<file path="config.mk">
export PLATFORM = sky130hd
export DESIGN_NAME = pipelined_barrel_shifter
export DESIGN_NICKNAME = d
export VERILOG_FILES = /design/src/rtl/shifter_pkg.sv /design/src/rtl/shift_stage.sv /design/src/rtl/pipelined_barrel_shifter.sv
export SDC_FILE = /design/constraint.sdc
export NUM_CORES = 1
export LEC_CHECK = 0
export ABC_AREA = 1
export CORE_UTILIZATION = 25
export DETAILED_ROUTE_END_ITERATION = 16
export PLACE_DENSITY = 0.52
export REMOVE_ABC_BUFFERS = 1
export SYNTH_ARGS = -nofsm -noshare
export SYNTH_HDL_FRONTEND = slang
export SYNTH_HIERARCHICAL = 1
export SYNTH_SLANG_ARGS = --single-unit
export TNS_END_PERCENT = 50
</file>
<file path="constraint.sdc">
create_clock -name clk -period 1.9 [get_ports clk]
set_clock_uncertainty 0.2 [all_clocks]
set_input_delay 0.38 -clock clk [delete_from_list [all_inputs] [get_ports clk]]
set_output_delay 0.38 -clock clk [all_outputs]
set_load 0.01 [all_outputs]
</file>
<file path="src/rtl/shifter_pkg.sv">
// Shared encodings for the pipelined barrel shifter: operation codes,
// direction constants and the shift-amount width helper.
package shifter_pkg;

  localparam logic [1:0] SH_LOGIC = 2'b00;
  localparam logic [1:0] SH_ROT   = 2'b01;
  localparam logic [1:0] SH_ARITH = 2'b10;

  localparam logic DIR_RIGHT = 1'b1;
  localparam logic DIR_LEFT  = 1'b0;

  function automatic int shw_of(input int width);
    return $clog2(width);
  endfunction

endpackage

</file>
<file path="src/rtl/shift_stage.sv">
// One combinational barrel stage: optionally shifts/rotates by 2^K and
// replaces the running carry with the last bit that left the word.
module shift_stage
  import shifter_pkg::*;
#(
  parameter int WIDTH = 8,
  parameter int K     = 0
) (
  input  logic [WIDTH-1:0] d,
  input  logic             en,
  input  logic             dir,
  input  logic [1:0]       op,
  input  logic             c_in,
  output logic [WIDTH-1:0] q,
  output logic             c_out
);

  localparam int S = 1 << K;

  logic [S-1:0] fill_r;
  logic [S-1:0] fill_l;

  // Op 11 falls through to the zero fill, i.e. behaves as logical.
  always_comb begin
    fill_r = '0;
    fill_l = '0;
    if (op == SH_ROT) begin
      fill_r = d[S-1:0];
      fill_l = d[WIDTH-1:WIDTH-S];
    end else if (op == SH_ARITH) begin
      fill_r = {S{d[WIDTH-1]}};
    end
  end

  always_comb begin
    q     = d;
    c_out = c_in;
    if (en) begin
      if (dir == DIR_RIGHT) begin
        q     = {fill_r, d[WIDTH-1:S]};
        c_out = d[S-1];
      end else begin
        q     = {d[WIDTH-S-1:0], fill_l};
        c_out = d[WIDTH-S];
      end
    end
  end

endmodule

</file>
<file path="src/rtl/pipelined_barrel_shifter.sv">
// Pipelined barrel shifter: one register stage per shift-amount bit, with a
// valid/ready stream on both sides; a stall freezes the whole pipeline.
module pipelined_barrel_shifter
  import shifter_pkg::*;
#(
  parameter int  WIDTH = 8,
  localparam int SHW   = shw_of(WIDTH)
) (
  input  logic             clk,
  input  logic             rst_n,
  input  logic             in_valid,
  output logic             in_ready,
  input  logic [WIDTH-1:0] in_data,
  input  logic [SHW-1:0]   in_amt,
  input  logic             in_dir,
  input  logic [1:0]       in_op,
  input  logic             flush,
  output logic             out_valid,
  input  logic             out_ready,
  output logic [WIDTH-1:0] out_data,
  output logic             out_c,
  output logic             out_z
);

  logic [WIDTH-1:0] data_reg  [SHW];
  logic [SHW-1:0]   amt_reg   [SHW];
  logic [1:0]       op_reg    [SHW];
  logic             dir_reg   [SHW];
  logic             c_reg     [SHW];
  logic             valid_reg [SHW];
  logic             adv;

  assign out_valid = valid_reg[SHW-1];
  assign out_data  = data_reg[SHW-1];
  assign out_c     = c_reg[SHW-1];
  // Gated by valid so the flag reads 0 after reset even though data is zero.
  assign out_z     = out_valid && (out_data == '0);
  assign in_ready  = (!out_valid || out_ready) && !flush;
  assign adv       = in_ready;

  generate
    for (genvar gi = 0; gi < SHW; gi++) begin : g_stage
      logic [WIDTH-1:0] d_src;
      logic [WIDTH-1:0] d_next;
      logic [SHW-1:0]   amt_src;
      logic [1:0]       op_src;
      logic             dir_src;
      logic             c_src;
      logic             c_next;
      logic             v_src;

      if (gi == 0) begin : g_head
        assign d_src   = in_data;
        assign amt_src = in_amt;
        assign op_src  = in_op;
        assign dir_src = in_dir;
        assign c_src   = 1'b0;
        assign v_src   = in_valid;
      end else begin : g_body
        assign d_src   = data_reg[gi-1];
        assign amt_src = amt_reg[gi-1];
        assign op_src  = op_reg[gi-1];
        assign dir_src = dir_reg[gi-1];
        assign c_src   = c_reg[gi-1];
        assign v_src   = valid_reg[gi-1];
      end

      shift_stage #(
        .WIDTH (WIDTH),
        .K     (gi)
      ) u_stage (
        .d     (d_src),
        .en    (amt_src[gi]),
        .dir   (dir_src),
        .op    (op_src),
        .c_in  (c_src),
        .q     (d_next),
        .c_out (c_next)
      );

      always_ff @(posedge clk) begin
        if (!rst_n) begin
          valid_reg[gi] <= 1'b0;
          data_reg[gi]  <= '0;
          amt_reg[gi]   <= '0;
          op_reg[gi]    <= SH_LOGIC;
          dir_reg[gi]   <= DIR_LEFT;
          c_reg[gi]     <= 1'b0;
        end else if (flush) begin
          valid_reg[gi] <= 1'b0;
        end else if (adv) begin
          // Bubbles move with the data; empty slots are never collapsed.
          valid_reg[gi] <= v_src;
          data_reg[gi]  <= d_next;
          amt_reg[gi]   <= amt_src;
          op_reg[gi]    <= op_src;
          dir_reg[gi]   <= dir_src;
          c_reg[gi]     <= c_next;
        end
      end
    end
  endgenerate

endmodule

</file>
# After elaboration in Yosys (flattened, before gate mapping)
# Memories as Yosys holds them, arrays and structs flattened.
# Cells that the tools add are included.
[totals]
inputBits = 19
out_inout_bits = 12
reg_bits = 0
mem_count = 6
ram_bits = 48
[op_classes]
reduce_logical = 6
eq_ne = 6
n_mux = 50
n_bitwise = 21
[memory_table]
columns = ["memory", "depth", "word_bits", "rd", "rd_clocked_by_memory_dff", "write_ports", "line_no", "text"]
rows = [
  ["data_reg", 3, 8, 3, 0, 3, "pipelined_barrel_shifter.sv:25", "logic [WIDTH-1:0] data_reg [SHW];"],
  ["amt_reg", 3, 3, 2, 0, 3, "pipelined_barrel_shifter.sv:26", "logic [SHW-1:0] amt_reg [SHW];"],
  ["op_reg", 3, 2, 2, 0, 3, "pipelined_barrel_shifter.sv:27", "logic [1:0] op_reg [SHW];"],
  ["c_reg", 3, 1, 3, 0, 3, "pipelined_barrel_shifter.sv:29", "logic c_reg [SHW];"],
  ["dir_reg", 3, 1, 2, 0, 3, "pipelined_barrel_shifter.sv:28", "logic dir_reg [SHW];"],
  ["valid_reg", 3, 1, 3, 0, 3, "pipelined_barrel_shifter.sv:30", "logic valid_reg [SHW];"],
]
[op_table]
columns = ["cell", "count"]
rows = [
  ["two-way mux 8 bit", 9],
  ["two-way mux 1 bit", 29],
  ["bitwise OR 1 bit", 21],
  ["two-way mux 2 bit", 6],
  ["two-way mux 4 bit", 3],
  ["two-way mux 3 bit", 3],
  ["logical NOT 8 bit", 1],
  ["== test 2 x 1 -> 1 bit, second input constant", 3],
  ["== test 2 bit, second input constant", 3],
  ["logical AND 1 bit", 2],
  ["logical NOT 1 bit", 2],
  ["logical OR 1 bit", 1],
]

# Depth between registers and ports, before layout
# Gate-level depths: netlist of the first run.
# An unclocked memory read counts as a cell.
[logic_depth]
ltp_word = 9
mapped_depth = 9
mapped_depth_nobuf = 8

# Cells and area by module
# The synthesis of the first run kept the hierarchy.
[by_module_without_submodules]
columns = ["module", "cells_each", "seq_area_each_um2", "area_per_inst_um2", "n_inst"]
rows = [
  ["pipelined_barrel_shifter", 137, 1151.1, 1644.1, 1],
  ["shift_stage at g_stage[1].u_stage", 52, 0.0, 255.2, 1],
  ["shift_stage at g_stage[0].u_stage", 49, 0.0, 220.2, 1],
  ["shift_stage at g_stage[2].u_stage", 40, 0.0, 177.7, 1],
]

# Worst setup path after synthesis of the first run
# Ideal clock, no wire load.
[synth_path]
kind = "input to register"
start = "input out_ready"
end = "memory amt_reg[0][1] (netlist name) (enable)"
setup_time_ns = 0.393
n_path_buf = 0
t_arrival_ns = 1.418
path_stages = 4
required_time_ns = 1.307
path_slack_ns = -0.111
cell_sequence = "inv_1 -> nand2_1 -> nand2_1 -> nand2_1"
[synth_lines]
columns = ["element", "line_no", "text"]
rows = [
  ["start, declared", "pipelined_barrel_shifter.sv:19", "input logic out_ready,"],
  ["end, declared", "pipelined_barrel_shifter.sv:26", ""],
]

==> implementation parameters, run 1 <==
Parameter                              Value

Run status
  Outcome ... complete, but fails checks
  Violated checks ... DRC

Global routing
  Via count of the first global-routing pass ... 1662
  Global route total overflow ... 0
  Maximum number of pins on one net before global-route repair ... 28
  Initial antenna violation count ... 0
  Aggregate global-route resource usage ... 8.86%
  Wire length of the first global-routing pass ... 6930 um

Routing
  Detailed-route via count ... 1745
  Wire length per cell after detailed routing ... 9.10 um
  First drt pass iteration count ... 10
  Detailed-route wire length ... 3900 um
  Number of vias per cell ... 4.08
  Number of DRC violations after detailed routing ... 9
  Violation count after the first detailed-routing iteration ... 53
  Number of nets with antenna violations after detailed routing ... 0

Place
  Input/output buffers ... 30
  Post-placement cell count ... 420
  Sum of net half-perimeters after detailed placement ... 3080 um
  Placer's final routability congestion estimate ... 0.798

Layout
  Cell Count, Final, Fillers Out ... 428
  Area used by multi-input combinational logic ... 833 sq um
  Area taken by flip-flops and latches ... 0.00115 sq mm
  Flip-flop count of the largest register, all copies and words added ... 24
  Most frequent cells in the layout ... sky130_fd_sc_hd__inv_1, sky130_fd_sc_hd__nand2_1, sky130_fd_sc_hd__edfxtp_1
  Layout Nets ... 338
  Count of inserted antenna diode cells ... 0
  Relative area change from synthesis to final layout ... 24.4%
  Number of filler instances in the final layout ... 941
  Most common cell after layout, fill and taps aside ... sky130_fd_sc_hd__inv_1
  Share of cells above drive strength 1 ... 20.0%

Power and ir drop
  Share of power burned in combinational logic ... 17.5%
  IR drop worst, VDD ... 0.000267 V
  Leakage power of the design ... 1.22 nW
  Internal power summed over all cells ... 1.42 mW
  Sequential group share of total power ... 55.0%
  Clock power frac ... 27.6%
  Switching power of the nets ... 489 uW
  Switch share ... 25.7%
  Pwr/cell area ... 666 mW/mm^2

Worst setup path
  Launch instance of the worst register-to-register path ... dir_reg[0]
  Crit path arrival time ... 1210 ps
  Buf+Inv Stages, Crit Path ... 1
  Critical path startpoint ... valid_reg[2]
  Critical path's largest stage delay ... 550 ps
  WP data required ... 1320 ps
  Critical Path Fanout Max ... 4
  Startpoint types ... register
  Number of stages on the worst setup path ... 1
  Crit-path cells ... clkdlybuf4s50_1
  Cell family with most CP delay ... buffers and inverters
  Depth of the most critical reg-to-reg path ... 6
  Sort of element at the end of the critical path ... output pin
  Slowest cell on the critical path ... sky130_fd_sc_hd__clkdlybuf4s50_1
  Type of the worst setup path ... register to output pin

Clock network
  Clock latency of the later-clocked register in the worst-skew pair ... 280 ps
  Number of buffers on the longest clock path ... 2
  Count of hold-fix buffers inserted at cts ... 0
  Number of sinks driven by the clock tree ... 39
  Clock transition time at the flip-flop clock pins of the worst setup and hold paths ... 80 ps
  H-tree levels ... 2
  Inserted Clock Buffers ... 5
  Number of post-CTS setup repair buffers ... 0
  Clock root buffer ... sky130_fd_sc_hd__clkbuf_8
  TritonCTS clock tree ... yes

Floorplanning
  Height of the chip ... 97.9 um
  Die footprint ... 0.00958 sq mm
  I/O pin count ... 31
  Row count ... 34
  CORE AREA ... 0.00881 sq mm
  DIE WIDTH ... 97.9 um
  Effective utilization at floorplan ... 26.1%

Flow run
  Maxcap violations ... 0

Worst hold path
  Startpoint of the tightest hold check path ... c_reg[2]
  Worst hold path depth ... 2
  Hold/Removal Path Class ... register to register

Timing
  Hold Fails Final Rpt ... 0
  Unrepaired setup endpoints after global routing ... no
  Peak Freq ... 558 MHz
  Shortest clock period the worst path allows after layout ... 1790 ps
  Post-route fraction of the period consumed by the critical path ... 94.3%
  Setup violation total in the final timing report ... 0
  Pins over their slew limit ... 0
  Hold slack final ... 265 ps

Logic synthesis
  Average cell area after synthesis ... 8.26 sq um
  Post-synth top area cell ... sky130_fd_sc_hd__edfxtp_1
  Synth top area cells ... sky130_fd_sc_hd__edfxtp_1, sky130_fd_sc_hd__nor2_2, sky130_fd_sc_hd__inv_1
  Number of warnings printed during yosys synthesis ... 6
  Combined area of all synthesized cells ... 0.00230 sq mm
  Fraction of synthesized cell area taken by the top area cell type ... 48.4%
  Sequential-to-total area share from yosys stat ... 50.1%
  Synth unique cells ... 22
  Cells after Synth ... 278
  Synth Register Bits ... 39
-- layer usage --
layer | up-vias | share of wire [%] | track usage [%]
met5 | - | 0 | 0
met4 | 0 | 1.2 | 3.26
met3 | 4 | 5.1 | 2.58
met2 | 42 | 51 | 16.5
li1 | 949 | - | -
met1 | 750 | 43 | 9.39
-- layout make-up --
type                    instances  area share, %
multi-input cells             172           29.2
flip-flops and latches         39           40.3
repair buffers                 42           15.1
well taps                     108           4.73
clock buffers                   7           2.67
inverters                      59           7.92
clock inverters                 1          0.175
-- worst reg2reg max path: stages (launching register included) --
cell and delay (ps):
sky130_fd_sc_hd__edfxtp_1 600, sky130_fd_sc_hd__inv_4 110, sky130_fd_sc_hd__a21oi_1 240, sky130_fd_sc_hd__nand2_1 80, sky130_fd_sc_hd__nand2_1 60, sky130_fd_sc_hd__inv_1 50
sky130_fd_sc_hd__nor2_2 90
-- metrics by stage --
stage	power, mW	worst slack [ps]	utilization, %	cell area (sq um)	TNS [ps]
6_report	1.90	108	32.5	2860	0
2_1_floorplan	1.25	-111	-	2210	-3870
3_3_place_gp	1.40	-256	31.6	2790	-3170
5_1_grt	2.01	33.7	32.5	2860	0
3_5_place_dp	1.40	-262	31.6	2790	-2820
4_1_cts	1.94	21.0	32.6	2870	0
-- repair_timing --
action                                 CTS  global route
resized for setup                        3             3
cloned                                   0             0
endpoints found under the hold margin    0             0
pin swaps                                0             0
setup endpoints to repair                2             2
-- power by group through the flow --
stage | clock network, mW | registers, mW | logic (mW)
6_report | 0.525 | 1.05 | 0.332
2_1_floorplan | 0 | 1.06 | 0.184
5_1_grt | 0.574 | 1.06 | 0.379
3_5_place_dp | 0 | 1.07 | 0.336
4_1_cts | 0.551 | 1.05 | 0.336
3_3_place_gp | 0 | 1.07 | 0.333
-- cell usage after synthesis --
| master | number |
|---|---|
| sky130_fd_sc_hd__a21oi_1 | 10 |
| sky130_fd_sc_hd__a21oi_2 | 2 |
| sky130_fd_sc_hd__a22oi_1 | 1 |
| sky130_fd_sc_hd__buf_4 | 1 |
| sky130_fd_sc_hd__buf_6 | 7 |
| sky130_fd_sc_hd__conb_1 | 1 |
| sky130_fd_sc_hd__dfxtp_1 | 2 |
| sky130_fd_sc_hd__edfxtp_1 | 37 |
| sky130_fd_sc_hd__inv_1 | 54 |
| sky130_fd_sc_hd__inv_2 | 3 |
| sky130_fd_sc_hd__inv_4 | 2 |
| sky130_fd_sc_hd__nand2_1 | 51 |
| sky130_fd_sc_hd__nand2_2 | 2 |
| sky130_fd_sc_hd__nand3_1 | 10 |
| sky130_fd_sc_hd__nand3_4 | 1 |
| sky130_fd_sc_hd__nand3b_1 | 1 |
| sky130_fd_sc_hd__nand4_1 | 4 |
| sky130_fd_sc_hd__nor2_1 | 31 |
| sky130_fd_sc_hd__nor2_2 | 34 |
| sky130_fd_sc_hd__o21ai_0 | 22 |
| sky130_fd_sc_hd__o21ai_1 | 1 |
| sky130_fd_sc_hd__o22ai_1 | 1 |
-- logic make-up after synthesis --
family / synth area share, %
simple gates: 27.6
buf+inv: 13.6
flops: 50.1
compound gates: 8.55
other cells: 0.163
-- path summary, 6_finish.rpt --
| path | to | slack [ps] |
|---|---|---|
| worst max register to register | data_reg[1][6] | 340 |
| worst max-delay path | out_valid | 110 |
| worst min-delay path | c_reg[2] | 270 |
| worst min register to register | c_reg[2] | 270 |
Power figures use the tool's default switching activity.
==> run 2, diff against run 1 <==
Settings changed: REMOVE_ABC_BUFFERS 1 to unset.
Clock period 1.9 ns to 1.5 ns, I/O delays scaled along.
==> implementation parameters, run 2 (synthesis results as in run 1) <==
Parameter                              Value

Timing
  Hold Fails Final Rpt ... 0 (unchanged)
  Worst Slack Setup Final ... -109 ps (-217 ps)
  Setup violation total in the final timing report ... 6 (+6)
  Pins over their slew limit ... 0 (unchanged)
  Peak Freq ... 622 MHz
  Unrepaired setup endpoints after global routing ... yes
  Final setup TNS ... -489 ps (-489 ps)
  Shortest clock period the worst path allows after layout ... 1610 ps
  Post-route fraction of the period consumed by the critical path ... 107%

Worst setup path
  Most used cell along the critical path ... sky130_fd_sc_hd__nor2_1
  Critical Path Fanout Max ... 7 (+3)
  Depth of the most critical reg-to-reg path ... 7 (+1)
  Startpoint types ... register
  WP data required ... 1360 ps (+40 ps)
  Type of the worst setup path ... register to register
  End point of the critical path ... data_reg[1][7]
  Critical path's largest stage delay ... 580 ps (+30 ps)
  Slowest cell on the critical path ... sky130_fd_sc_hd__edfxtp_1
  Launch instance of the worst register-to-register path ... dir_reg[0]
  Endpoint of the most critical register-to-register path ... data_reg[1][7]
  Critical path startpoint ... dir_reg[0]
  Crit-path cells ... clkinvlp_4 > nand2_2 > nand2_1 > nor2_1 > nor2_1 > inv_1 > nor2_1
  Worst setup slack for register-to-register paths ... -110 ps (-450 ps)
  Crit path arrival time ... 1460 ps (+250 ps)
  Sort of element at the end of the critical path ... register

Floorplanning
  Row count ... 34 (unchanged)
  Effective utilization at floorplan ... 26.1% (unchanged)
  DIE WIDTH ... 97.9 um (unchanged)
  I/O pin count ... 31 (unchanged)
  Height of the chip ... 97.9 um (unchanged)
  CORE AREA ... 0.00881 sq mm (unchanged)
  Die footprint ... 0.00958 sq mm (unchanged)

Clock network
  Inserted Clock Buffers ... 5 (unchanged)
  Clock transition time at the flip-flop clock pins of the worst setup and hold paths ... 80 ps (about the same)
  Clock root buffer ... sky130_fd_sc_hd__clkbuf_8
  Number of buffers on the longest clock path ... 2 (unchanged)
  Clock latency of the later-clocked register in the worst-skew pair ... 290 ps (about the same)
  H-tree levels ... 2 (unchanged)
  Count of hold-fix buffers inserted at cts ... 0 (unchanged)
  TritonCTS clock tree ... yes
  Number of sinks driven by the clock tree ... 39 (unchanged)

Global routing
  Wire length of the first global-routing pass ... 7340 um (+6.0%)
  Maximum number of pins on one net before global-route repair ... 28 (unchanged)
  Via count of the first global-routing pass ... 1755 (+5.6%)
  Initial antenna violation count ... 0 (unchanged)
  Global route total overflow ... 0 (unchanged)
  Aggregate global-route resource usage ... 9.35% (+0.49 points)

Power and ir drop
  IR drop worst, VDD ... 0.000458 V (+71%)
  Pwr/cell area ... 860 mW/mm^2 (+29%)
  Leakage power of the design ... 1.36 nW (+12%)

Worst hold path
  Worst hold path depth ... 3 (+1)
  Hold/Removal Path Class ... input port to register

Routing
  Routed length on met3 ... 221 um (+12%)
  Met2 wirelength from detailed routing ... 2150 um (+8.7%)
  Wire length per cell after detailed routing ... 9.32 um (+2.4%)
  Number of vias per cell ... 4.10 (+0.60%)
  Detailed-route via count ... 1817 (+4.1%)
  First drt pass iteration count ... 10 (unchanged)
  Number of nets with antenna violations after detailed routing ... 0 (unchanged)
  Number of DRC violations after detailed routing ... 6 (-3)
  Violation count after the first detailed-routing iteration ... 68 (+28%)
  Detailed-route wire length ... 4130 um (+6.0%)
  Highest routed metal layer ... met4
  Post-route met1 wirelength ... 1670 um (about the same)

Layout
  Relative area change from synthesis to final layout ... 33.9%
  Most frequent cells in the layout ... sky130_fd_sc_hd__inv_1, sky130_fd_sc_hd__nand2_1, sky130_fd_sc_hd__edfxtp_1
  Number of filler instances in the final layout ... 895 (-4.9%)
  Count of inserted antenna diode cells ... 0 (unchanged)
  Area taken by flip-flops and latches ... 0.00115 sq mm (+0.11%)
  Layout Nets ... 353 (+4.4%)
  Flip-flop count of the largest register, all copies and words added ... 24 (unchanged)
  Most common cell after layout, fill and taps aside ... sky130_fd_sc_hd__inv_1
  Area used by multi-input combinational logic ... 905 sq um (+8.6%)
  Area of all placed cells without fillers ... 0.00308 sq mm (+7.6%)
  Share of cells above drive strength 1 ... 29.6% (+9.6 points)

Run status
  Violated checks ... DRC, setup timing
  Outcome ... complete, but fails checks

Place
  Placer's final routability congestion estimate ... 0.798 (about the same)
  Input/output buffers ... 30 (unchanged)
  Post-placement cell area ... 0.00288 sq mm (+3.2%)
  Sum of net half-perimeters after detailed placement ... 3130 um (+1.7%)

Flow run
  Maxcap violations ... 0 (unchanged)

Logic synthesis
  Number of nets produced by synthesis ... 297
-- run 2: area by class of cell --
class                   count  share of cell area (%)
repair buffers             56                    17.6
multi-input cells         172                    29.4
inverters                  59                    7.36
flip-flops and latches     39                    37.5
clock inverters             3                    1.26
clock buffers               5                    2.24
well taps                 108                    4.39
repair inverters            1                   0.244
-- run 2: metal layers --
layer,global-route usage (%),up-vias
li1,-,977
met1,9.69,785
met2,17.5,45
met3,2.72,10
met4,3.85,0
met5,0,-
-- run 2: how the worst min path moves through the flow --
stage              from  slack, ps            to
2_1_floorplan     rst_n        230      c_reg[2]
3_3_place_gp   c_reg[2]        270      c_reg[2]
3_5_place_dp   c_reg[2]        270      c_reg[2]
4_1_cts        c_reg[2]        280      c_reg[2]
5_1_grt           rst_n        190  valid_reg[2]
6_report          rst_n        200  valid_reg[2]
-- run 2: report_power, final --
group          leakage (nW)  internal [mW]  switching [mW]
Clock                0.0556          0.487           0.352
Sequential            0.428           1.27          0.0504
Combinational         0.873          0.224           0.259
-- run 2: timing repair --
action                                 4_1_cts  5_1_grt
gates resized for setup                     34       26
setup endpoints to repair                   54       60
gates cloned                                 0        2
setup buffers                                2        2
endpoints found under the hold margin        0        0
pin swaps                                    3       14
-- run 2: stage by stage --
| stage | std cells | total power, mW | hold WS, ps | setup WS (ps) | utilization (%) |
|---|---|---|---|---|---|
| 2_1_floorplan | 278 | 1.61 | 231 | 31.2 | - |
| 3_3_place_gp | 431 | 1.80 | 266 | -490 | 32.7 |
| 3_5_place_dp | 431 | 1.81 | 265 | -522 | 32.7 |
| 4_1_cts | 440 | 2.64 | 276 | -101 | 33.6 |
| 5_1_grt | 443 | 2.80 | 193 | -224 | 34.9 |
| 6_report | 443 | 2.65 | 200 | -109 | 34.9 |
-- run 2: worst max-delay path: cells and delay by family (launching register included) --
kind | cells | cell delay [ps]
flops | 1 | 580
simple gates | 5 | 310
buf+inv | 2 | 290
==> run 3, diff against run 2 <==
Settings changed: CTS_CLUSTER_SIZE set to 14.
Clock period 1.5 ns to 1.29 ns, I/O delays scaled along.
==> implementation parameters, run 3 (synthesis results as in run 1) <==
Parameter                              Value

Layout
  Most frequent cells in the layout ... sky130_fd_sc_hd__inv_1, sky130_fd_sc_hd__nand2_1, sky130_fd_sc_hd__edfxtp_1
  Area taken by flip-flops and latches ... 0.00116 sq mm (+0.33%)
  Layout Nets ... 357 (+1.1%)
  Share of cells above drive strength 1 ... 38.9% (+9.4 points)
  Area used by multi-input combinational logic ... 0.00106 sq mm (+18%)
  Relative area change from synthesis to final layout ... 44.4%
  Cell Count, Final, Fillers Out ... 447 (+0.90%)
  Flip-flop count of the largest register, all copies and words added ... 24 (unchanged)
  Number of filler instances in the final layout ... 903 (+0.89%)
  Count of inserted antenna diode cells ... 0 (unchanged)
  Most common cell after layout, fill and taps aside ... sky130_fd_sc_hd__inv_1
  Core occupancy in the finished layout ... 37.7% (+2.8 points)
  Area of all placed cells without fillers ... 0.00332 sq mm (+7.9%)

Run status
  Outcome ... complete, but fails checks
  Violated checks ... DRC, setup timing

Power and ir drop
  Internal power summed over all cells ... 2.36 mW (+19%)
  IR drop worst, VDD ... 0.000444 V (-3.0%)
  Sequential group share of total power ... 47.2% (-2.8 points)
  Power after layout ... 3.23 mW (+22%)
  Share of power burned in combinational logic ... 21.2% (+2.9 points)
  Switching power of the nets ... 870 uW (+31%)
  Clock power frac ... 31.6% (about the same)
  Switch share ... 26.9% (+1.9 points)
  Leakage power of the design ... 1.42 nW (+4.5%)
  Pwr/cell area ... 975 mW/mm^2 (+13%)

Worst setup path
  Critical path's largest stage delay ... 390 ps (-190 ps)
  Launch instance of the worst register-to-register path ... valid_reg[2]
  Worst setup slack for register-to-register paths ... -120 ps (about the same)
  Depth of the most critical reg-to-reg path ... 5 (-2)
  Crit path arrival time ... 1110 ps (-350 ps)
  Crit-path cells ... nor2_1 > nand3_1 > nor2_1 > buf_2
  Type of the worst setup path ... register to output pin
  Sort of element at the end of the critical path ... output pin
  Slowest cell on the critical path ... sky130_fd_sc_hd__edfxtp_1
  Buf+Inv Stages, Crit Path ... 1 (-1)
  WP data required ... 830 ps (-530 ps)
  Endpoint of the most critical register-to-register path ... amt_reg[0][2]
  Most used cell along the critical path ... sky130_fd_sc_hd__nor2_1
  Cell family with most CP delay ... flip-flops
  Critical Path Fanout Max ... 2 (-5)
  Startpoint types ... register

Routing
  Wire length per cell after detailed routing ... 10.3 um (+11%)
  Detailed-route via count ... 1868 (+2.8%)
  Violation count after the first detailed-routing iteration ... 43 (-37%)
  Detailed-route wire length ... 4620 um (+12%)
  First drt pass iteration count ... 10 (unchanged)
  Number of vias per cell ... 4.18 (+1.9%)
  Number of nets with antenna violations after detailed routing ... 0 (unchanged)
  Number of DRC violations after detailed routing ... 6 (unchanged)

Timing
  Shortest clock period the worst path allows after layout ... 1570 ps
  Final setup TNS ... -3850 ps (-3360 ps)
  Hold slack final ... 316 ps (+116 ps)
  Worst Slack Setup Final ... -279 ps (-171 ps)
  Hold Fails Final Rpt ... 0 (unchanged)
  Unrepaired setup endpoints after global routing ... yes
  Post-route fraction of the period consumed by the critical path ... 122%
  Setup violation total in the final timing report ... 39 (+33)
  Pins over their slew limit ... 0 (unchanged)
  Peak Freq ... 637 MHz

Place
  Post-placement cell count ... 430 (-0.23%)
  Sum of net half-perimeters after detailed placement ... 3060 um (-2.2%)
  Post-placement cell area ... 0.00288 sq mm (about the same)
  Setup slack at placement ... -632 ps (-110 ps)
  Input/output buffers ... 30 (unchanged)
  Placer's final routability congestion estimate ... 0.773 (-3.2%)

Global routing
  Aggregate global-route resource usage ... 10.1% (+0.76 points)
  Via count of the first global-routing pass ... 1782 (+1.5%)
  Global route total overflow ... 0 (unchanged)
  Wire length of the first global-routing pass ... 7780 um (+5.9%)
  Maximum number of pins on one net before global-route repair ... 18 (-36%)
  Initial antenna violation count ... 0 (unchanged)

Worst hold path
  Startpoint of the tightest hold check path ... valid_reg[1]
  Hold/Removal Path Class ... register to register
  Worst hold path depth ... 2 (-1)
  Worst min-delay path endpoint ... valid_reg[2]

Floorplanning
  Die footprint ... 0.00958 sq mm (unchanged)
  Effective utilization at floorplan ... 26.1% (unchanged)
  I/O pin count ... 31 (unchanged)
  Row count ... 34 (unchanged)
  CORE AREA ... 0.00881 sq mm (unchanged)
  Height of the chip ... 97.9 um (unchanged)
  DIE WIDTH ... 97.9 um (unchanged)

Clock network
  H-tree levels ... 2 (unchanged)
  TritonCTS clock tree ... yes
  Clock transition time at the flip-flop clock pins of the worst setup and hold paths ... 80 ps (about the same)
  Clock latency of the later-clocked register in the worst-skew pair ... 290 ps (about the same)
  Number of sinks driven by the clock tree ... 39 (unchanged)
  Clock root buffer ... sky130_fd_sc_hd__clkbuf_8
  Count of hold-fix buffers inserted at cts ... 0 (unchanged)
  Number of buffers on the longest clock path ... 2 (unchanged)
  Inserted Clock Buffers ... 5 (unchanged)

Logic synthesis
  Number of nets produced by synthesis ... 297 (unchanged)

Flow run
  Maxcap violations ... 0 (unchanged)
==> run 3: changes by cell type in the layout (fill, tap and decap cells not counted), sizes merged <==
cell	before	now
dlymetal6s2s	1	0
nand2	53	55
clkdlybuf4s15	3	0
buf	30	38
clkbuf	6	8
dlygate4sd2	7	4
clkinvlp	1	0
==> run 3: per-layer routing <==
metal	track usage, %	up-vias	wire length (um)
met4	3.96	0	127
met1	11.1	819	1880
li1	-	993	-
met2	18.3	46	2380
met5	0	-	0
met3	2.93	10	242
==> run 3: worst register-to-register path, stage by stage (launching register included) <==
cell	delay [ps]
sky130_fd_sc_hd__dfxtp_4	370
sky130_fd_sc_hd__nand2_4	60
sky130_fd_sc_hd__buf_6	120
sky130_fd_sc_hd__nand3_4	180
sky130_fd_sc_hd__clkbuf_16	220
sky130_fd_sc_hd__nor2_2	30
==> run 3: cell type report <==
cell class                      count  share of cell area [%]
Clock buffer                        5                    2.07
Clock inverter                      3                    1.32
Inverter                           59                    6.98
Multi-Input combinational cell    174                    32.1
Sequential cell                    39                    34.8
Tap cell                          108                    4.07
Timing Repair Buffer               59                    18.6
==> run 3: power by group through the flow <==
stage	registers (mW)	clock network [mW]	logic, mW
final	1.53	1.02	0.685
after global routing	1.54	1.09	0.758
after CTS	1.52	1.05	0.595
after detailed placement	1.55	0	0.544
after global placement	1.55	0	0.538
after floorplan	1.55	0	0.326
==> run 3: timing repair <==
item,in CTS,in global routing
setup endpoints to repair,85,64
pin swaps,4,9
gates resized for setup,76,53
buffers inserted,3,2
cloned,3,2
==> run 3: worst max-delay path by stage <==
stage / startpoint / depth (start not counted) / slack [ps] / end
6_report: data_reg[2][6] / 4 / -280 / out_z
5_1_grt: data_reg[2][3] / 4 / -400 / out_z
4_1_cts: data_reg[2][6] / 4 / -310 / out_z
3_5_place_dp: out_ready / 6 / -630 / in_ready
3_3_place_gp: out_ready / 6 / -620 / in_ready
2_1_floorplan: dir_reg[0] / 9 / -40 / data_reg[1][7]
